## src/rtl/obstacle_sched.sv

```systemverilog
// obstacle_sched: paces obstacle placement requests from snake eats.
// LFSR candidates are offered to the placer until accepted or abandoned.
module obstacle_sched #(
  parameter int         EATS_PER_OBS = 4,
  parameter int         MAX_TRIES    = 8,
  parameter int         MAX_OBS      = 15,
  parameter logic [7:0] LFSR_SEED    = 8'hA5
) (
  input  logic       clk,
  input  logic       nRst,
  input  logic       goodColl,
  input  logic       obstacleFlag,
  input  logic       s_reset,
  input  logic [7:0] curr_length,
  input  logic [3:0] obstacleCount,
  input  logic       place_ack,
  input  logic       place_err,
  output logic       place_req,
  output logic [3:0] randX,
  output logic [3:0] randY,
  output logic       busy,
  output logic       give_up
);

  typedef enum logic [1:0] {
    IDLE,
    GEN,
    REQ
  } state_t;

  localparam logic [3:0] EATS_M1 = 4'(EATS_PER_OBS - 1);
  localparam logic [3:0] MAX_T   = 4'(MAX_TRIES);
  localparam logic [4:0] MAXO    = 5'(MAX_OBS);

  state_t     state, state_n;
  logic [7:0] lfsr;
  logic [3:0] eat, eat_n;
  logic [3:0] tries, tries_n;
  logic [1:0] pending, pending_n;
  logic [3:0] rx_n, ry_n;
  logic       give_up_n;

  logic       active;
  logic       fb;
  logic [3:0] cand_x, cand_y;
  logic       cand_ok;
  logic       inc, dec;
  logic       cap;
  logic [8:0] gate_lhs, gate_rhs;
  logic       len_ok;
  logic [3:0] tries_inc;

  assign active    = obstacleFlag & ~s_reset;
  assign fb        = lfsr[7] ^ lfsr[5] ^ lfsr[4] ^ lfsr[3];
  assign cand_x    = lfsr[3:0];
  assign cand_y    = lfsr[7:4];
  assign cand_ok   = (cand_x >= 4'd1) && (cand_x <= 4'd14)
                  && (cand_y >= 4'd1) && (cand_y <= 4'd10);
  assign inc       = active & goodColl & (eat == EATS_M1);
  assign cap       = {1'b0, obstacleCount} >= MAXO;
  assign gate_lhs  = {4'd0, obstacleCount, 1'b0} + 9'd2;
  assign gate_rhs  = {1'b0, curr_length} + 9'd2;
  assign len_ok    = (curr_length < 8'd4) || (gate_lhs < gate_rhs);
  assign tries_inc = tries + 4'd1;

  assign place_req = (state == REQ);
  assign busy      = (state != IDLE);

  // Next-state, handshake bookkeeping and coordinate latch
  always_comb begin
    state_n   = state;
    tries_n   = tries;
    rx_n      = randX;
    ry_n      = randY;
    give_up_n = 1'b0;
    dec       = 1'b0;
    if (!active) begin
      state_n = IDLE;
      tries_n = 4'd0;
    end else begin
      unique case (state)
        IDLE: begin
          if (!cap && len_ok && ((pending != 2'd0) || inc)) begin
            state_n = GEN;
            tries_n = 4'd0;
          end
        end
        GEN: begin
          if (cand_ok) begin
            rx_n    = cand_x;
            ry_n    = cand_y;
            state_n = REQ;
          end
        end
        REQ: begin
          if (place_ack) begin
            dec     = 1'b1;
            state_n = IDLE;
          end else if (place_err) begin
            tries_n = tries_inc;
            if (tries_inc == MAX_T) begin
              give_up_n = 1'b1;
              dec       = 1'b1;
              state_n   = IDLE;
            end else begin
              state_n = GEN;
            end
          end
        end
        default: state_n = IDLE;
      endcase
    end
  end

  // Eat counter and saturating pending-request count
  always_comb begin
    eat_n     = eat;
    pending_n = pending;
    if (!active) begin
      eat_n     = 4'd0;
      pending_n = 2'd0;
    end else begin
      if (goodColl)
        eat_n = (eat == EATS_M1) ? 4'd0 : eat + 4'd1;
      if ((state == IDLE) && cap)
        pending_n = 2'd0;
      else if (inc && !dec && (pending != 2'd3))
        pending_n = pending + 2'd1;
      else if (dec && !inc && (pending != 2'd0))
        pending_n = pending - 2'd1;
    end
  end

  // State registers with synchronous active-low reset
  always_ff @(posedge clk) begin
    if (!nRst) begin
      state   <= IDLE;
      lfsr    <= LFSR_SEED;
      eat     <= 4'd0;
      tries   <= 4'd0;
      pending <= 2'd0;
      randX   <= 4'd0;
      randY   <= 4'd0;
      give_up <= 1'b0;
    end else begin
      state   <= state_n;
      lfsr    <= {lfsr[6:0], fb};
      eat     <= eat_n;
      tries   <= tries_n;
      pending <= pending_n;
      randX   <= rx_n;
      randY   <= ry_n;
      give_up <= give_up_n;
    end
  end

endmodule

```

## config.mk

```make
export PLATFORM = sky130hd
export DESIGN_NAME = obstacle_sched
export DESIGN_NICKNAME = d
export VERILOG_FILES = /design/src/rtl/obstacle_sched.sv
export SDC_FILE = /design/constraint.sdc
export NUM_CORES = 1
export LEC_CHECK = 0
export ABC_AREA = 1
export CAP_MARGIN = 20
export CORE_MARGIN = 5
export CORE_UTILIZATION = 26
export CTS_CLUSTER_SIZE = 30
export DETAILED_ROUTE_END_ITERATION = 10
export PLACE_DENSITY = 0.49
export REMOVE_ABC_BUFFERS = 1
export SLEW_MARGIN = 30
export SYNTH_ARGS = -nofsm -noshare
export SYNTH_HDL_FRONTEND = slang
export SYNTH_SLANG_ARGS = --single-unit
```

## constraint.sdc

```tcl
create_clock -name clk -period 4.3 [get_ports clk]
set_input_delay 0.645 -clock clk [delete_from_list [all_inputs] [get_ports clk]]
set_output_delay 0.645 -clock clk [all_outputs]
set_load 0.01 [all_outputs]
```

Word-level counts from Yosys, hierarchy flattened
Index checks and enable logic that the tools add are counted.
{ "op_classes": {"add_sub_neg": 6, "magnitude_cmp": 7, "n_eq_ne": 10, "mux": 18, "bitwise_logic": 10, "n_reduce_logical": 26} }
{ "ops": {"columns": ["operator", "count"], "rows": [
  ["two-way mux 4 bit", 4],
  ["two-way mux 2 bit", 6],
  ["logical AND 1 bit", 10],
  ["inequality test 2 bit, second input constant", 5],
  ["adder 8 x 2 -> 9 bit, second input constant", 1],
  ["less-than comparator 6 x 9 -> 1 bit", 1],
  ["adder 4 x 1 -> 4 bit, second input constant", 2],
  [">= comparator 4 x 1 -> 1 bit, second input constant", 2],
  ["less-or-equal comparator 4 bit, second input constant", 2],
  ["less-than comparator 8 x 3 -> 1 bit, second input constant", 1],
  ["one-hot mux 4 bit (2 select lines)", 1],
  ["nonzero test 2 bit", 4],
  ["adder 5 x 2 -> 6 bit, second input constant", 1],
  ["two-way mux 1 bit", 6],
  ["one-hot mux 2 bit (3 select lines)", 1],
  ["AND reduction 3 bit", 2],
  ["equality test 4 x 2 -> 1 bit, second input constant", 1],
  ["equality test 4 bit, second input constant", 1],
  [">= comparator 4 bit, second input constant", 1],
  ["inverter 1 bit", 4],
  ["AND reduction 4 bit", 1],
  ["OR reduction 4 bit", 1],
  ["bitwise AND 1 bit", 3],
  ["logical NOT 1 bit", 3],
  ["other kinds (10)", 13]
]} }
{ "totals": {"reg_bits": 29, "inputBits": 19, "elab_cells": 85} }

Depth between registers and ports, before layout
Gate-level depths: netlist of the first run.
{ "depth": {"ltp_word": 11, "ltp_mapped": 16, "mapped_depth_nobuf": 16} }

Least setup slack after synthesis of the first run
OpenSTA, ideal clock, no wires.
{ "synth_timing": {"path_type": "in2reg", "start": "input obstacleCount[0]", "end": "register tries[0]", "setup_ps": 115, "t_arrival_ps": 1942, "required_ps": 4185, "path_slack_ps": 2243, "path_stages": 14, "n_path_buf": 0, "path_cell_list": "ha_1 xor2_1 ha_1 nand2_1 nor2_1 nand2_1 nand2_1 nand2_1 nand2_1 nand3_1 nand2_2 nand2_4 a21oi_1 nor2_1"} }
{ "synth_via": {"elab_chain_len": 7, "elab_cells_between_ends": 9} }
{ "synth_rtl": {"columns": ["item", "line", "source"], "rows": [
  ["start: declaration", "15", "input logic [3:0] obstacleCount,"],
  ["adder 5 x 2 -> 6 bit", "61", "assign gate_lhs = {4'd0, obstacleCount, 1'b0} + 9'd2;"],
  ["less-than comparator 6 x 9 -> 1 bit", "63", "assign len_ok = (curr_length < 8'd4) || (gate_lhs < gate_rhs);"],
  ["logical OR 1 bit", "63", null],
  ["logical AND 1 bit (*) (2 in series)", "83", "if (!cap && len_ok && ((pending != 2'd0) || inc)) begin"],
  ["inequality test 2 bit (no source line) (*)", null, null],
  ["AND reduction 4 bit (no source line) (*)", null, null],
  ["end signal: assignment", "149", "tries <= tries_n;"],
  ["end: declaration", "38", "logic [3:0] tries, tries_n;"]
]} }
Every way passes the cells marked *; elsewhere a longest branch is shown, timed or not.
A chain may end at the register's enable or synchronous reset.

Worst setup path after layout of the first run
{ "layout_timing": {"start": "input obstacleCount[0]", "end": "register tries[3]"} }
Same word-level chain as after synthesis.

==> results of run 1 <==
-- cell type report --
type	instances	area [um2]
tap	77	96.34
clock inverter	2	37.54
multi-input combinational	165	958.4
clock buffer	6	82.58
inverter	29	108.9
timing repair buffer	29	290.3
sequential	29	580.6
fill	673	4123
-- stage by stage --
| stage | cell area, um2 | std cells |
|---|---|---|
| 2_1_floorplan | 1648 | 223 |
| 3_3_place_gp | 2034 | 329 |
| 3_5_place_dp | 2034 | 329 |
| 4_1_cts | 2155 | 337 |
| 5_1_grt | 2155 | 337 |
| 6_report | 2155 | 337 |
-- kinds of logic (layout without fill, tap and decap cells) --
kind of cell,after synthesis,after routing,share of synthesized area
adder cells (fa/ha/maj),9,9,0.06818
XOR/XNOR,7,7,0.03712
AND/OR/NAND/NOR,116,116,0.3432
flip-flops,29,29,0.3515
multiplexers,1,1,0.006061
buffers and inverters,30,66,0.06818
AO/OA/AOI/OAI,32,32,0.1258
-- cell usage after synthesis (4+ instances only) --
master | count | share of area
nand2_1 | 50 | 0.11
dfxtp_1 | 29 | 0.35
inv_1 | 22 | 0.050
nand3_1 | 21 | 0.064
a21oi_1 | 17 | 0.052
nor2_1 | 17 | 0.039
ha_1 | 9 | 0.068
inv_2 | 7 | 0.016
o21ai_0 | 7 | 0.021
nor2_2 | 6 | 0.023
nand2_2 | 4 | 0.015
xor2_1 | 4 | 0.021
-- power by group through the flow --
| stage | combinational [mW] | clock (mW) | sequential, mW |
|---|---|---|---|
| detailed placement | 0.0805 | 0 | 0.289 |
| global route | 0.0914 | 0.318 | 0.284 |
| CTS | 0.0810 | 0.305 | 0.283 |
| finish | 0.0796 | 0.295 | 0.283 |
| global placement | 0.0802 | 0 | 0.289 |
| floorplan | 0.0499 | 0 | 0.287 |
-- layer usage --
layer | wire (um) | vias to the layer above | global-route usage
met3 | 184 | 5 | 0.03673
met4 | 46 | 0 | 0.03023
li1 | - | 801 | -
met1 | 1784 | 663 | 0.1164
met2 | 1454 | 29 | 0.1323
met5 | 0 | - | 0
-- layout by cell type (no fill, tap or decap), drive strengths merged, types with 6 or more instances in the layout --
master	n
ha	9
clkbuf	6
or2	6
nor2	25
inv	29
nand3	22
a21oi	20
o21ai	8
clkdlybuf4s50	29
dfxtp	29
nand2	57
-- sequential cells by signal, summed over array words and instances, names as in the netlist --
name	count
lfsr	8
eat	4
randX	4
randY	4
give_up	1
tries	4
state	2
pending	2
-- critical path, cell delays in order --
cell,delay (ns)
clkdlybuf4s50_1,0.45
ha_1,0.24
xor2_1,0.16
ha_1,0.28
nand2_1,0.04
nor2_1,0.09
nand2_1,0.05
nand2_1,0.05
nand2_1,0.05
nand2_1,0.05
nand3_1,0.08
nand2_2,0.09
nand2_4,0.08
a21oi_1,0.13
nor2_1,0.06
-- worst max path at each step --
stage | startpoint | to
after floorplan | obstacleCount[0] | tries[0]
after global placement | curr_length[3] | tries[0]
after detailed placement | obstacleCount[0] | tries[3]
after CTS | obstacleCount[0] | tries[1]
after global routing | curr_length[3] | tries[3]
final | obstacleCount[0] | tries[3]
==> results.toml, run 1 <==
[power_and_ir_drop]
p_sw_frac = 0.2367
comb_power_share = 0.121
total_power_mw = 0.6570
peakVddDrop_mv = 0.2133
cellPowerDensity_mw_per_mm2 = 304.9
clock_power_share = 0.449
intPower_mw = 0.5015
seq_power_share = 0.430
total_leakage_power_nw = 0.8643
p_switching_mw = 0.1555

[hold_path]
min_to = "randX[3]"
hp-start = "randX[3]"
hold_path.class = "reg2reg"
hold_depth = 2

[final_layout]
final_util = 0.3432
layout-drive-gt1-share = 0.1538
area_growth_pct = 30.45
nets = 287
antenna_cells = 0

[sta]
setup_slack_ns = 1.932
fmaxAchievable_ghz = 0.4224
slew_viol_final = 0
setup_violations = 0
rsz0062_at_grt = "false"
fin_worst_skew_ns = 0.004053
min_period_over_period = 0.5506
hold_slack_ns = 0.4597
setup_tns_ns = 0
slew_headroom = 0.7050
period_needed_ns = 2.368
worst_pin_slew_ns = 0.4420
hold_viol = 0

[placed_design]
gp_congestion = 0.7683
dp_slack_ns = 1.624
hpwl_um = 2705
portBuffers = 29

[detailed_routing]
drc = 0
drt_iter0_drc = 72
antenna_left = 0
vias = 1498
routed_via_density = 4.445
drt_wl_total_um = 3470
wire_per_inst_um = 10.30
firstDrtPassIters = 4

[logic_synthesis]
seq_area_frac_synth = 0.3515
yosys.cell_types.count = 32
avgSynthCellArea_um2 = 7.373
synthArstFlopShare = 0
synth_edf_count = 0
synthCells = 224
netlist_area_mm2 = 0.001652
ys_ff_latch = 29
yosysWarningCount = 0
yosys_most_used_dff = "dfxtp_1"

[critical_path]
r2r-end = "tries[3]"
regToRegStartpoint = "eat[0]"
startpoint_type = "primary input"
cp.required_ns = 4.47
r2r_slack_ns = 2.84
reg2regPathDepth = 10
crit_arrival_ns = 2.54
worst-setup-path-type = "in2reg"
end_kind = "flop"
crit_fanout = 9

[clocking]
post_cts_buffers = 0
tritoncts = "built"
clock-sinks = 29
cts-root-buf = "clkbuf_8"
cts_made_buffers = 5
h-tree-depth = 2
clk-insertion-delay-late_ns = 0.28
clk_path_buf_depth = 2
holdBufCountCts = 0
path_clk_slew_ns = 0.07
cts_resized = 0

[grt]
grt_first_pass_wirelength_um = 6037
grt_max_degree = 13
grt_pass1_vias = 1365
track_usage = 0.08928
globalRoute.totalOverflow = 0
antenna_found_initial = 0

[status]
status = "finished clean"

[floorplanning]
die-width_um = 89.70
ioPinCount = 30
start_util = 0.2631
rows = 29
dieArea_mm2 = 0.008046
core_mm2 = 0.006277
chipHeight_um = 89.70

[run]
max-cap-violations = 0
Power figures use the tool's default switching activity.
==> inputs of run 2 (changes only) <==
==> constraint.sdc (replaced) <==
create_clock -name clk -period 2.25 [get_ports clk]
set_input_delay 0.3375 -clock clk [delete_from_list [all_inputs] [get_ports clk]]
set_output_delay 0.3375 -clock clk [all_outputs]
set_load 0.01 [all_outputs]
==> run 2 against run 1 <==
Against the previous run: first-iteration DRC count decreased by 51%; sequential power increased by 91%; cell count increased by 1.5%; clock skew increased by 0.00070 ns; worst setup slack got worse by 1.7 ns; critical path type unchanged; largest cell class unchanged; largest power group unchanged; highest routed layer unchanged.
==> results.toml, run 2 (synthesis gave the netlist of run 1 again) <==
[clocking]
cts_made_buffers = 5
clock-sinks = 29
cts-root-buf = "clkbuf_8"
clk_path_buf_depth = 2
path_clk_slew_ns = 0.07
clk-insertion-delay-late_ns = 0.28
h-tree-depth = 2
tritoncts = "built"

[grt]
globalRoute.totalOverflow = 0
track_usage = 0.09015
grt_max_degree = 13
grt_first_pass_wirelength_um = 6230
antenna_found_initial = 0
grt_pass1_vias = 1369

[sta]
period_needed_ns = 2.011
rsz0062_at_grt = "false"
fin_worst_skew_ns = 0.004749
hold_slack_ns = 0.4610
slew_viol_final = 0
hold_viol = 0
slew_headroom = 0.7002
fmaxAchievable_ghz = 0.4973
worst_pin_slew_ns = 0.4493
min_period_over_period = 0.8938
setup_tns_ns = 0
setup_violations = 0

[critical_path]
startpoint_type = "primary input"
slowest_stage = "clkdlybuf4s50_1"
crit_arrival_ns = 2.18
crit_path_frequent_cell = "nand2_1"
path_buf_inv = 1
worst-setup-path-type = "in2reg"
end_kind = "flop"
cpPeakStageDelay_ns = 0.44
cp.required_ns = 2.42
worstPathCellList = "clkdlybuf4s50_1, ha_1, xor2_1, ha_1, nand2_1, nor2_1, nand2_1, nand2_1, nand2_1, nand2_1, nand3_1, nand2_2, nand2_4, a21oi_1, nor2_1"
crit_fanout = 9
crit_family = "simple AND/OR/NAND/NOR gates"

[power_and_ir_drop]
peakVddDrop_mv = 0.3453
cellPowerDensity_mw_per_mm2 = 575.7
total_leakage_power_nw = 0.8873

[final_layout]
final_util = 0.3496
final_cell_mix = "nand2_1, dfxtp_1, clkdlybuf4s50_1, inv_1, nand3_1"
antenna_cells = 0
largest_reg_flops = 8
final_common_cell = "nand2_1"
regMostFlops = "lfsr"
regArea_um2 = 580.6
area_growth_pct = 32.88
multiInputGateArea_um2 = 960.9
fill_cells = 661
layout-drive-gt1-share = 0.1736
nets = 292

[detailed_routing]
antenna_left = 0
drt_wl_total_um = 3444
drc = 0
vias = 1487
drt_iter0_drc = 35
wire_per_inst_um = 10.07
routed_via_density = 4.348
firstDrtPassIters = 4

[status]
status = "finished clean"

[hold_path]
hold_path.class = "reg2reg"

[floorplanning]
die-width_um = 89.70
core_mm2 = 0.006277
chipHeight_um = 89.70
start_util = 0.2631
ioPinCount = 30
dieArea_mm2 = 0.008046
rows = 29

[run]
max-cap-violations = 0

[placed_design]
gp_congestion = 0.7679
portBuffers = 29
hpwl_um = 2717
## run 2: cell types whose count changed in the layout (fill, tap and decap cells not counted), sizes merged
cell / delta
buf: +5
## run 2: per-stage QoR
step                setup slack [ns]  cells  instance area [um2]  power, mW
global route                 0.04144    342                 2195      1.328
CTS                           0.2097    342                 2192      1.280
global placement            -0.05716    334                 2072     0.7111
finish                        0.2391    342                 2195      1.264
floorplan                     0.5004    223                 1648     0.6436
detailed placement          -0.08379    334                 2072     0.7111
## run 2: worst paths after layout
| kind | from | end | slack, ns | cells past startpoint |
|---|---|---|---|---|
| hold reg to reg | randY[0] | randY[0] | 0.46 | 2 |
| setup / recovery | obstacleCount[0] | tries[1] | 0.24 | 15 |
| hold / removal | randY[0] | randY[0] | 0.46 | 2 |
| setup reg to reg | eat[0] | tries[1] | 0.79 | 10 |
## run 2: layout make-up
cell class              instances  share of cell area
multi-input cells             165              0.4379
flip-flops and latches         29              0.2645
clock inverters                 2             0.01710
well taps                      77             0.04390
repair buffers                 34              0.1494
inverters                      29             0.04960
clock buffers                   6             0.03763
## run 2: metal layers
metal,share of wire,GRT usage,vias up
met5,0,0,-
met4,0.0099,0.03023,0
met3,0.053,0.02755,4
met2,0.41,0.1274,25
met1,0.53,0.1287,652
li1,-,-,806
## run 2: timing repair
| action | CTS | global route |
|---|---|---|
| gates resized for setup | 0 | 1 |
| hold endpoints to repair | 0 | 0 |
| endpoints found under the setup margin | 0 | 1 |
| hold buffers | 0 | 0 |
| setup buffers | 0 | 0 |
## run 2: worst min-delay path: cells and delay by family (launching register included)
| family | cells | cell delay (ns) |
|---|---|---|
| DFF | 1 | 0.31 |
| AOI/OAI and AO/OA | 1 | 0.05 |
| and+or+nand+nor | 1 | 0.06 |
## run 2: report_power, final
part,internal [mW],total [mW],switching [mW]
clock,0.360,0.565,0.206
sequential,0.526,0.541,0.0148
combinational,0.0775,0.158,0.0801
==> inputs of run 3 (changes only) <==
--- a/config.mk
+++ b/config.mk
@@ -5,13 +5,13 @@
 export SDC_FILE = /design/constraint.sdc
 export NUM_CORES = 1
 export LEC_CHECK = 0
-export ABC_AREA = 1
 export CAP_MARGIN = 20
 export CORE_MARGIN = 5
 export CORE_UTILIZATION = 26
 export CTS_CLUSTER_SIZE = 30
 export DETAILED_ROUTE_END_ITERATION = 10
-export PLACE_DENSITY = 0.49
+export HOLD_SLACK_MARGIN = 0.02
+export PLACE_DENSITY = 0.5
 export REMOVE_ABC_BUFFERS = 1
 export SLEW_MARGIN = 30
 export SYNTH_ARGS = -nofsm -noshare
==> run 3 against run 2 <==
Against the previous run: fmax is 0.71% lower; register-to-register slack worse by 0.29 ns; count of clock-buffer cells in the layout is 1 higher; sequential share of layout area is 0.95 points higher; clock power is 1% lower; cell area is 3.5% lower; critical path depth is 5 lower; highest routed layer unchanged.
==> results.toml, run 3 <==
[logic_synthesis]
avgSynthCellArea_um2 = 8.661
ys_ff_latch = 29
synthSimpleGateAreaFrac = 0.2833
synth_compound_area_frac = 0.1655
synthArstFlopShare = 0
seq_area_frac_synth = 0.3745
synthTopCellsByArea = "dfxtp_1, ha_1, nand2_1"
synth_top_family_by_area = "simple AND/OR/NAND/NOR gates"
ys_top_cells_by_count = "dfxtp_1, nand2_1, nand3_1, o21ai_0, nor2_1"
yosys_most_used_dff = "dfxtp_1"
yosysWarningCount = 0
synth_top_area_cell = "dfxtp_1"
synthCells = 179
synthMostInstantiatedCell = "dfxtp_1"
netlist_area_mm2 = 0.001550
yosys.cell_types.count = 46
muxShareOfSynthArea = 0.006457
synth_fa_ha_area_frac = 0.07264
synth_xor_area_frac = 0.06780
synth_top_area_frac = 0.3745
synth_edf_count = 0

[critical_path]
reg2regPathDepth = 7
cp.required_ns = 2.41
r2r_slack_ns = 0.50
cpPeakStageDelay_ns = 0.53
crit_arrival_ns = 2.19
crit_fanout = 4
startpoint_type = "primary input"
end_kind = "flop"
worstPathCellList = "clkdlybuf4s50_1, ha_1, nand3_1, xor2_1, ha_1, a211oi_2, a21oi_2, a21oi_2, buf_4, o21ai_0"
slowest_stage = "clkdlybuf4s50_1"
regToRegStartpoint = "eat[0]"
critPathLaunch = "curr_length[1]"
worst-setup-path-type = "in2reg"
r2r-end = "tries[0]"

[status]
status = "finished clean"

[grt]
grt_max_degree = 20
track_usage = 0.09746
antenna_found_initial = 0
grt_first_pass_wirelength_um = 5830
grt_pass1_vias = 1326
globalRoute.totalOverflow = 0

[power_and_ir_drop]
total_leakage_power_nw = 0.8048
peakVddDrop_mv = 0.2335
cellPowerDensity_mw_per_mm2 = 588.8

[clocking]
h-tree-depth = 2
holdBufCountCts = 0
clk-insertion-delay-late_ns = 0.28
clock-sinks = 29
tritoncts = "built"
path_clk_slew_ns = 0.06
cts_made_buffers = 5
cts-root-buf = "clkbuf_8"
clk_path_buf_depth = 2

[hold_path]
hold_depth = 2
min_to = "randY[0]"
hold_path.class = "reg2reg"
hp-start = "randY[0]"

[floorplanning]
rows = 28
die-width_um = 87.22
chipHeight_um = 87.22
ioPinCount = 30
start_util = 0.2650
core_mm2 = 0.005851
dieArea_mm2 = 0.007606

[sta]
slew_viol_final = 0
fin_worst_skew_ns = 0.005635
rsz0062_at_grt = "false"
setup_slack_ns = 0.2247
worst_pin_slew_ns = 0.5918
min_period_over_period = 0.9002
setup_violations = 0
period_needed_ns = 2.025
slew_headroom = 0.6018
hold_viol = 0
fmaxAchievable_ghz = 0.4937

[detailed_routing]
routed_via_density = 4.764
drt_wl_total_um = 3498
wire_per_inst_um = 11.78
drc = 0
firstDrtPassIters = 4
vias = 1415
antenna_left = 0
drt_iter0_drc = 64

[run]
max-cap-violations = 0

[final_layout]
final_area_mm2 = 0.002118
regMostFlops = "lfsr"
final_cell_mix = "dfxtp_1, clkdlybuf4s50_1, nand2_1, nand3_1, o21ai_0"
layout-drive-gt1-share = 0.1261
antenna_cells = 0
nets = 249
area_growth_pct = 36.64
final_util = 0.3621
largest_reg_flops = 8
fill_cells = 621

[placed_design]
portBuffers = 29
gp_congestion = 0.7253
hpwl_um = 2753
dp_slack_ns = -0.1332
postPlaceCellArea_mm2 = 0.001993
## run 3: cell types whose count changed after synthesis, sizes merged, moves of 10 or more
cell | previous run | this run
nand2 | 57 | 20
inv | 29 | 8
a21oi | 20 | 5
nor2 | 25 | 10
nand3 | 22 | 12
## run 3: critical path: cells and delay by family
kind | cells | cell delay (ns)
AOI/OAI and AO/OA | 4 | 0.51
xor gates and xnor gates | 1 | 0.16
adders and majority gates | 2 | 0.43
buffers and inverters | 2 | 0.66
and+or+nand+nor | 1 | 0.10
## run 3: logic make-up (layout without fill, tap and decap cells)
kind of cell,Yosys count,after routing
compound gates,37,37
xor+xnor,12,12
fa+ha+maj,9,9
buf+inv,12,55
flops,29,29
mux,1,1
simple gates,79,79
## run 3: how the worst max path moves through the flow
stage                    end  slack [ns]  cells past startpoint
floorplan           state[0]        0.46                      8
global placement    state[0]       -0.10                      9
detailed placement  state[0]       -0.13                      9
CTS                 tries[2]        0.16                     10
global route        tries[0]        0.03                     10
finish              tries[0]        0.22                     10
## run 3: layer usage
| metal | track usage | up-vias | part of all wire |
|---|---|---|---|
| met5 | 0 | - | 0 |
| met4 | 0.04603 | 0 | 0.014 |
| met3 | 0.03217 | 4 | 0.071 |
| met2 | 0.1546 | 36 | 0.45 |
| met1 | 0.1187 | 645 | 0.47 |
| li1 | - | 730 | - |
## run 3: cell type report
cell class	instances	area, um2	area share
Clock inverter	1	30.03	0.01418
Sequential cell	29	580.6	0.2741
Tap cell	75	93.84	0.04430
Multi-Input combinational cell	138	932.1	0.4400
Clock buffer	7	86.33	0.04076
Inverter	8	30.03	0.01418
Timing Repair Buffer	39	365.4	0.1725
## run 3: what timing repair did
action,CTS,global route
setup buffers,0,0
resized for setup,0,2
setup endpoints to repair,0,5
## run 3: per-stage QoR
stage               hold slack (ns)  power (mW)  setup TNS [ns]  instances
floorplan                    0.3994      0.6202               0        175
global placement             0.4429      0.6963         -0.4113        289
detailed placement           0.4511      0.6961         -0.6262        289
CTS                          0.4623       1.261               0        297
global route                 0.4736       1.305               0        297
finish                       0.4563       1.247               0        297
## run 3: report_power, final
part | switching (mW) | internal [mW] | total, mW
Sequential | 0.0118 | 0.528 | 0.539
Clock | 0.198 | 0.361 | 0.559
Combinational | 0.0672 | 0.0816 | 0.149
